[src/rtl/msb_arbiter_ctrl_if.sv]
// Request/grant bundle between the render-resource requesters and the MSB-first arbiter.
interface msb_arbiter_ctrl_if;
  logic [5:0] req;
  logic       rr_en;
  logic       done;
  logic [5:0] grant;
  logic [2:0] grant_id;
  logic       busy;
  logic       timeout;

  modport master (
    output req, rr_en, done,
    input  grant, grant_id, busy, timeout
  );

  modport slave (
    input  req, rr_en, done,
    output grant, grant_id, busy, timeout
  );
endinterface

[src/rtl/msb_arbiter_ctrl.sv]
// Six-way arbiter for the shared render resource: fixed MSB-first or rotating priority,
// with a bounded hold time and a one-cycle turnaround between owners.
//
// state | meaning
// IDLE  | no owner, arbitrate when any req is set
// OWN   | grant held until done, abort or hold limit
// GAP   | one turnaround cycle, grant low, no arbitration
module msb_arbiter_ctrl #(
  parameter int unsigned MAX_HOLD = 64
) (
  input logic               clk,
  input logic               rst_n,
  msb_arbiter_ctrl_if.slave bus
);
  typedef enum logic [1:0] {IDLE, OWN, GAP} state_t;

  state_t     state_q, state_d;
  logic [5:0] grant_q, grant_d;
  logic [2:0] gid_q, gid_d;
  logic [2:0] last_q, last_d;
  logic [7:0] hold_q, hold_d;
  logic       timeout_q, timeout_d;

  logic [2:0] fixed_idx, rot_idx, rot_top, win_idx;
  logic       hold_limit;

  function automatic logic [2:0] wrap_down(input logic [2:0] top, input int k);
    int j;
    j = int'(top) - k;
    if (j < 0) j = j + 6;
    return 3'(j);
  endfunction

  always_comb begin
    fixed_idx = 3'd0;
    for (int i = 0; i < 6; i++) begin
      if (bus.req[i]) fixed_idx = 3'(i);
    end
  end

  // Scan from lowest to highest priority so the last hit is the winner.
  assign rot_top = (last_q == 3'd0) ? 3'd5 : last_q - 3'd1;
  always_comb begin
    rot_idx = 3'd0;
    for (int k = 5; k >= 0; k--) begin
      if (bus.req[wrap_down(rot_top, k)]) rot_idx = wrap_down(rot_top, k);
    end
  end

  assign win_idx    = bus.rr_en ? rot_idx : fixed_idx;
  assign hold_limit = (hold_q == 8'(MAX_HOLD - 1));

  always_comb begin
    state_d   = state_q;
    grant_d   = grant_q;
    gid_d     = gid_q;
    last_d    = last_q;
    hold_d    = hold_q;
    timeout_d = 1'b0;
    case (state_q)
      IDLE: begin
        if (|bus.req) begin
          grant_d = 6'(6'b000001 << win_idx);
          gid_d   = win_idx;
          last_d  = win_idx;
          hold_d  = 8'd0;
          state_d = OWN;
        end
      end
      OWN: begin
        if (bus.done || !bus.req[gid_q] || hold_limit) begin
          state_d   = GAP;
          grant_d   = 6'd0;
          gid_d     = 3'd0;
          // done and abort both take precedence over a hold-limit release
          timeout_d = !bus.done && bus.req[gid_q];
        end else begin
          hold_d = hold_q + 8'd1;
        end
      end
      GAP: state_d = IDLE;
      default: begin
        state_d = IDLE;
        grant_d = 6'd0;
        gid_d   = 3'd0;
      end
    endcase
  end

  always_ff @(posedge clk or negedge rst_n) begin
    if (!rst_n) begin
      state_q   <= IDLE;
      grant_q   <= 6'd0;
      gid_q     <= 3'd0;
      last_q    <= 3'd0;
      hold_q    <= 8'd0;
      timeout_q <= 1'b0;
    end else begin
      state_q   <= state_d;
      grant_q   <= grant_d;
      gid_q     <= gid_d;
      last_q    <= last_d;
      hold_q    <= hold_d;
      timeout_q <= timeout_d;
    end
  end

  assign bus.grant    = grant_q;
  assign bus.grant_id = gid_q;
  assign bus.busy     = (state_q == OWN);
  assign bus.timeout  = timeout_q;
endmodule
[src/flat_wrapper.sv]
// flat-port wrapper written by rule: the top's interface ports become plain ports
module msb_arbiter_ctrl_flat 
#(
  parameter int unsigned MAX_HOLD = 64
)
  (clk, rst_n, bus_req, bus_rr_en, bus_done, bus_grant, bus_grant_id, bus_busy, bus_timeout);
  msb_arbiter_ctrl_if bus_i ();
  input logic clk;
  input logic rst_n;
  input wire logic [$bits(bus_i.req)-1:0] bus_req;
  input wire logic [$bits(bus_i.rr_en)-1:0] bus_rr_en;
  input wire logic [$bits(bus_i.done)-1:0] bus_done;
  output wire logic [$bits(bus_i.grant)-1:0] bus_grant;
  output wire logic [$bits(bus_i.grant_id)-1:0] bus_grant_id;
  output wire logic [$bits(bus_i.busy)-1:0] bus_busy;
  output wire logic [$bits(bus_i.timeout)-1:0] bus_timeout;
  assign bus_i.req = bus_req;
  assign bus_i.rr_en = bus_rr_en;
  assign bus_i.done = bus_done;
  assign bus_grant = bus_i.grant;
  assign bus_grant_id = bus_i.grant_id;
  assign bus_busy = bus_i.busy;
  assign bus_timeout = bus_i.timeout;
  msb_arbiter_ctrl #(.MAX_HOLD(MAX_HOLD)) u_core (.clk(clk), .rst_n(rst_n), .bus(bus_i));
endmodule
[config.mk]
export PLATFORM = sky130hd
export DESIGN_NAME = msb_arbiter_ctrl_flat
export DESIGN_NICKNAME = d
export VERILOG_FILES = /design/src/rtl/msb_arbiter_ctrl_if.sv /design/src/rtl/msb_arbiter_ctrl.sv /design/src/flat_wrapper.sv
export SDC_FILE = /design/constraint.sdc
export NUM_CORES = 1
export LEC_CHECK = 0
export BUFFER_PORTS_ARGS = -buffer_cell sky130_fd_sc_hd__buf_2
export CAP_MARGIN = 30
export CELL_PAD_IN_SITES_DETAIL_PLACEMENT = 0
export CELL_PAD_IN_SITES_GLOBAL_PLACEMENT = 1
export CORE_ASPECT_RATIO = 1.4
export CORE_MARGIN = 1
export CORE_UTILIZATION = 44
export DETAILED_ROUTE_END_ITERATION = 8
export PLACE_DENSITY = 0.89
export SLEW_MARGIN = 20
export SYNTH_ARGS = -nofsm -noshare
export SYNTH_HDL_FRONTEND = slang
export SYNTH_SLANG_ARGS = --single-unit
[constraint.sdc]
create_clock -name clk -period 3.14 [get_ports clk]
set_input_delay 0.628 -clock clk [delete_from_list [all_inputs] [get_ports clk]]
set_output_delay 0.628 -clock clk [all_outputs]
set_load 0.02 [all_outputs]
==> run metrics <==
result of the run finished, final reports clean; portion of synthesized cell area occupied by the leading cell type 33.24%; maximum number of pins on one net before global-route repair 24; class of the tightest hold or removal check in -> async; die boundary height 76.23 um; worst clock skew on the final layout around 2.3 ps; cell types occupying the most area after synthesis dfrtp_1 33%, mux4_2 5.2%, ha_1 4.3%, nand2_1 4.3%, nand2b_1 3.6%; Logic pwr share 72.0%; sequential share of the synthesized area ~33%; initial antenna violation count 0; clock network latency to the later pin of the worst-skew pair about 260 ps; share of synthesized flip-flops with an asynchronous set or reset 100.0%; die area 0.004194 mm^2; clock tree from TritonCTS yes; number of hold buffers added after CTS 0; number of detailed-route iterations in the first pass 4; DP Wirelength roughly 3200 um; critical path class reg -> reg; synthesized flop and latch total 23; count of distinct cell types in the synthesized netlist 44; Achievable Freq roughly 0.34 GHz; number of resized instances in the post-cts repair step 0; EDFF count, synth 0; Slew headroom a little over half; cell seen most often among critical-path stages o21ai_1; count leader, synth dfrtp_1; category of the worst setup path capture point register; placeable core region 0.003709 mm^2; Crit path arrival time 3090 ps; number of instances in the synthesized netlist around 190; Final ANT Viol Nets 0; post-CTS setup-driven buffer insertion count 0; number of vias per cell after detailed routing 5.854; GRT Total Usage 21.61%; worst-path cell chain nor2_1 -> ha_1 -> nand2b_1 -> buf_4 -> mux2i_2 -> mux2_2 -> o211ai_1 -> nor3_1 -> o21ai_1 -> o21ai_1; count of endpoints failing setup in the final report 0; # nets final 229; final critical-path required period 2900 ps; highest cell delay on the worst timing path 440 ps; Most used DFF post-synth dfrtp_1; standard-cell rows 26; Max clock buf depth 2; RSZ-0062 raised after global routing false; last element of the critical path u_core.bus.grant[3]; number of cells in the design after placement 250; area grow syn2layout 11.27%; largest voltage drop on the vdd net ~0.0008 V; clock root buffer clkbuf_8; Fin Setup TNS 0 ps; wire length of the first global-routing pass approximately 6700 um; finished layout cell area 0.001927 mm^2; reg-to-reg slack, setup about 240 ps; Yosys warnings 0; share of total power in the clock network 8.0%; part of the power in registers 20.0%; number of DRC markers in iteration 0 75; Power per Cell Area 1160 mW/mm^2; DP Area approximately 0.0019 mm^2; Syn Area/Cell between 9 and 10 um^2; level count of the clock H-tree 1; I/O Buffers 20; number of global-route vias before repair 1479; sum of overflow across all layers after global routing 0; cell area after synthesis 0.001732 mm^2; fin util 51.96%; slowest library cell on the worst path dfrtp_1; worst setup path start u_core.last_q[0]; worst slew pin tran 684.2 ps; sum of internal, switching and leakage power 0.002235 W; Top Ports 21; DRC 0; total CTS buffers 3; internal power of the cells 0.001145 W; sum of routed wire length over all layers 4124 um; part of the cycle the worst path needs 92.37%; share of layout cells above drive strength 1 20.28%; max capacitance violation total 0; switching power share of the total 48.77%; largest fanout on the critical path 7; startpoint type of the worst setup path register; diode count 0; effective utilization at floorplan between 40% and 50%; number of standard cells in the layout, taps in and fillers out 254; synthesized netlist net count just over 200; final hold vios 0; largest area contributor in the netlist dfrtp_1; sw power roughly 0.0011 W; number of cells traversed by the worst register-to-register path 10; data required time of the worst path 3330 ps; most numerous cell types in the synthesized netlist 23 x dfrtp_1, 20 x nand2_1, 12 x inv_1; origin of the critical flop-to-flop path u_core.last_q[0]; per-cell routed wire length between 15 and 20 um; total vias in the final route 1487; Reg clk slew, reported paths 80 ps; critical register-to-register path endpoint u_core.bus.grant[3]; clk sink count 23; horizontal extent of the die 55.02 um; number of max-slew violations in the final report 0; leakage power between 0.8 and 0.9 nW; routability cong. about 0.86
-- per-stage QoR --
step | hold slack (ps) | setup slack (ps)
after floorplan | 332.4 | 565.0
after global placement | 473.3 | 294.6
after detailed placement | 479.9 | 231.6
after CTS | 330.0 | 218.6
after global routing | 361.5 | 38.26
final | 322.9 | 239.7
-- power groups by stage --
stage	combinational [W]	sequential (W)	clock, W
2_1_floorplan	0.00122	0.000488	0
3_3_place_gp	0.00159	0.000450	0
3_5_place_dp	0.00159	0.000452	0
4_1_cts	0.00160	0.000446	0.000188
5_1_grt	0.00177	0.000461	0.000196
6_report	0.00161	0.000447	0.000180
-- cells in the final DEF, fill, tap and decap left out, drive strengths merged, types with 2 or more instances in the layout --
cell type / netlist / final
mux4: 4 / 4
a2111oi: 2 / 2
mux2i: 7 / 7
nor3: 6 / 6
nand2: 20 / 20
ha: 6 / 6
nand2b: 10 / 10
o22a: 2 / 2
and2: 4 / 4
nor2: 10 / 10
o211ai: 2 / 2
o22ai: 3 / 3
nor2b: 6 / 6
a22oi: 2 / 2
mux2: 3 / 3
inv: 12 / 12
o31ai: 2 / 2
xor2: 5 / 5
o21ai: 15 / 15
dfrtp: 23 / 23
a2bb2oi: 2 / 2
nor4: 2 / 2
clkbuf: 3 / 3
a22o: 3 / 3
buf: 2 / 24
or2: 2 / 2
or3: 3 / 3
a21oi: 6 / 6
and3: 4 / 4
nand3: 3 / 3
a211oi: 4 / 4
-- worst max-delay path, delay by kind of cell, from the launching register on --
kind / cells / cell delay [ps]
compound gates: 3 / 490
mux: 2 / 650
flops: 1 / 440
fa+ha+maj: 1 / 180
simple gates: 3 / 840
buf+inv: 1 / 210
-- worst min-delay path by stage --
stage / endpoint / depth (start not counted) / slack (ps) / from
2_1_floorplan: u_core.bus.grant[0] / 0 / 330 / rst_n
3_5_place_dp: u_core.bus.grant[2] / 2 / 480 / u_core.bus.grant[2]
5_1_grt: u_core.hold_q[3] / 1 / 360 / rst_n
6_report: u_core.hold_q[5] / 1 / 320 / rst_n
3_3_place_gp: u_core.bus.grant[2] / 2 / 470 / u_core.bus.grant[2]
4_1_cts: u_core.hold_q[5] / 1 / 330 / rst_n
-- state kept, by name (all words and copies together) (netlist names) --
name,cells
u_core.last_q,3
u_core.hold_q,8
u_core.bus.grant_id,3
u_core.bus.grant,6
u_core.bus.timeout,1
u_core.state_q,2
-- metal layers --
layer  vias to the layer above  part of all wire, %  track usage (%)
met3                         9                  5.1            2.196
met2                        42                   52            37.35
met4                         0                  2.3            8.750
met5                         -                    0                0
li1                        740                    -                -
met1                       696                   41            25.77
-- final cells by class --
type,instances,area (um^2)
Multi-Input combinational cell,149,1077
Timing Repair Buffer,24,130.1
Clock inverter,1,5.005
Sequential cell,23,575.6
Fill cell,372,1782
Clock buffer,3,41.29
Tap cell,42,52.55
Inverter,12,45.04
-- logic make-up after synthesis --
logic type,after synthesis,synth area share (%)
adders and majority gates,6,4.335
and+or+nand+nor,73,22.54
buffers and inverters,17,4.552
muxes,14,11.42
AOI/OAI and AO/OA,50,20.88
DFF,23,33.24
xor gates and xnor gates,6,3.035
Note: power is estimated with default switching activity, not from simulation.
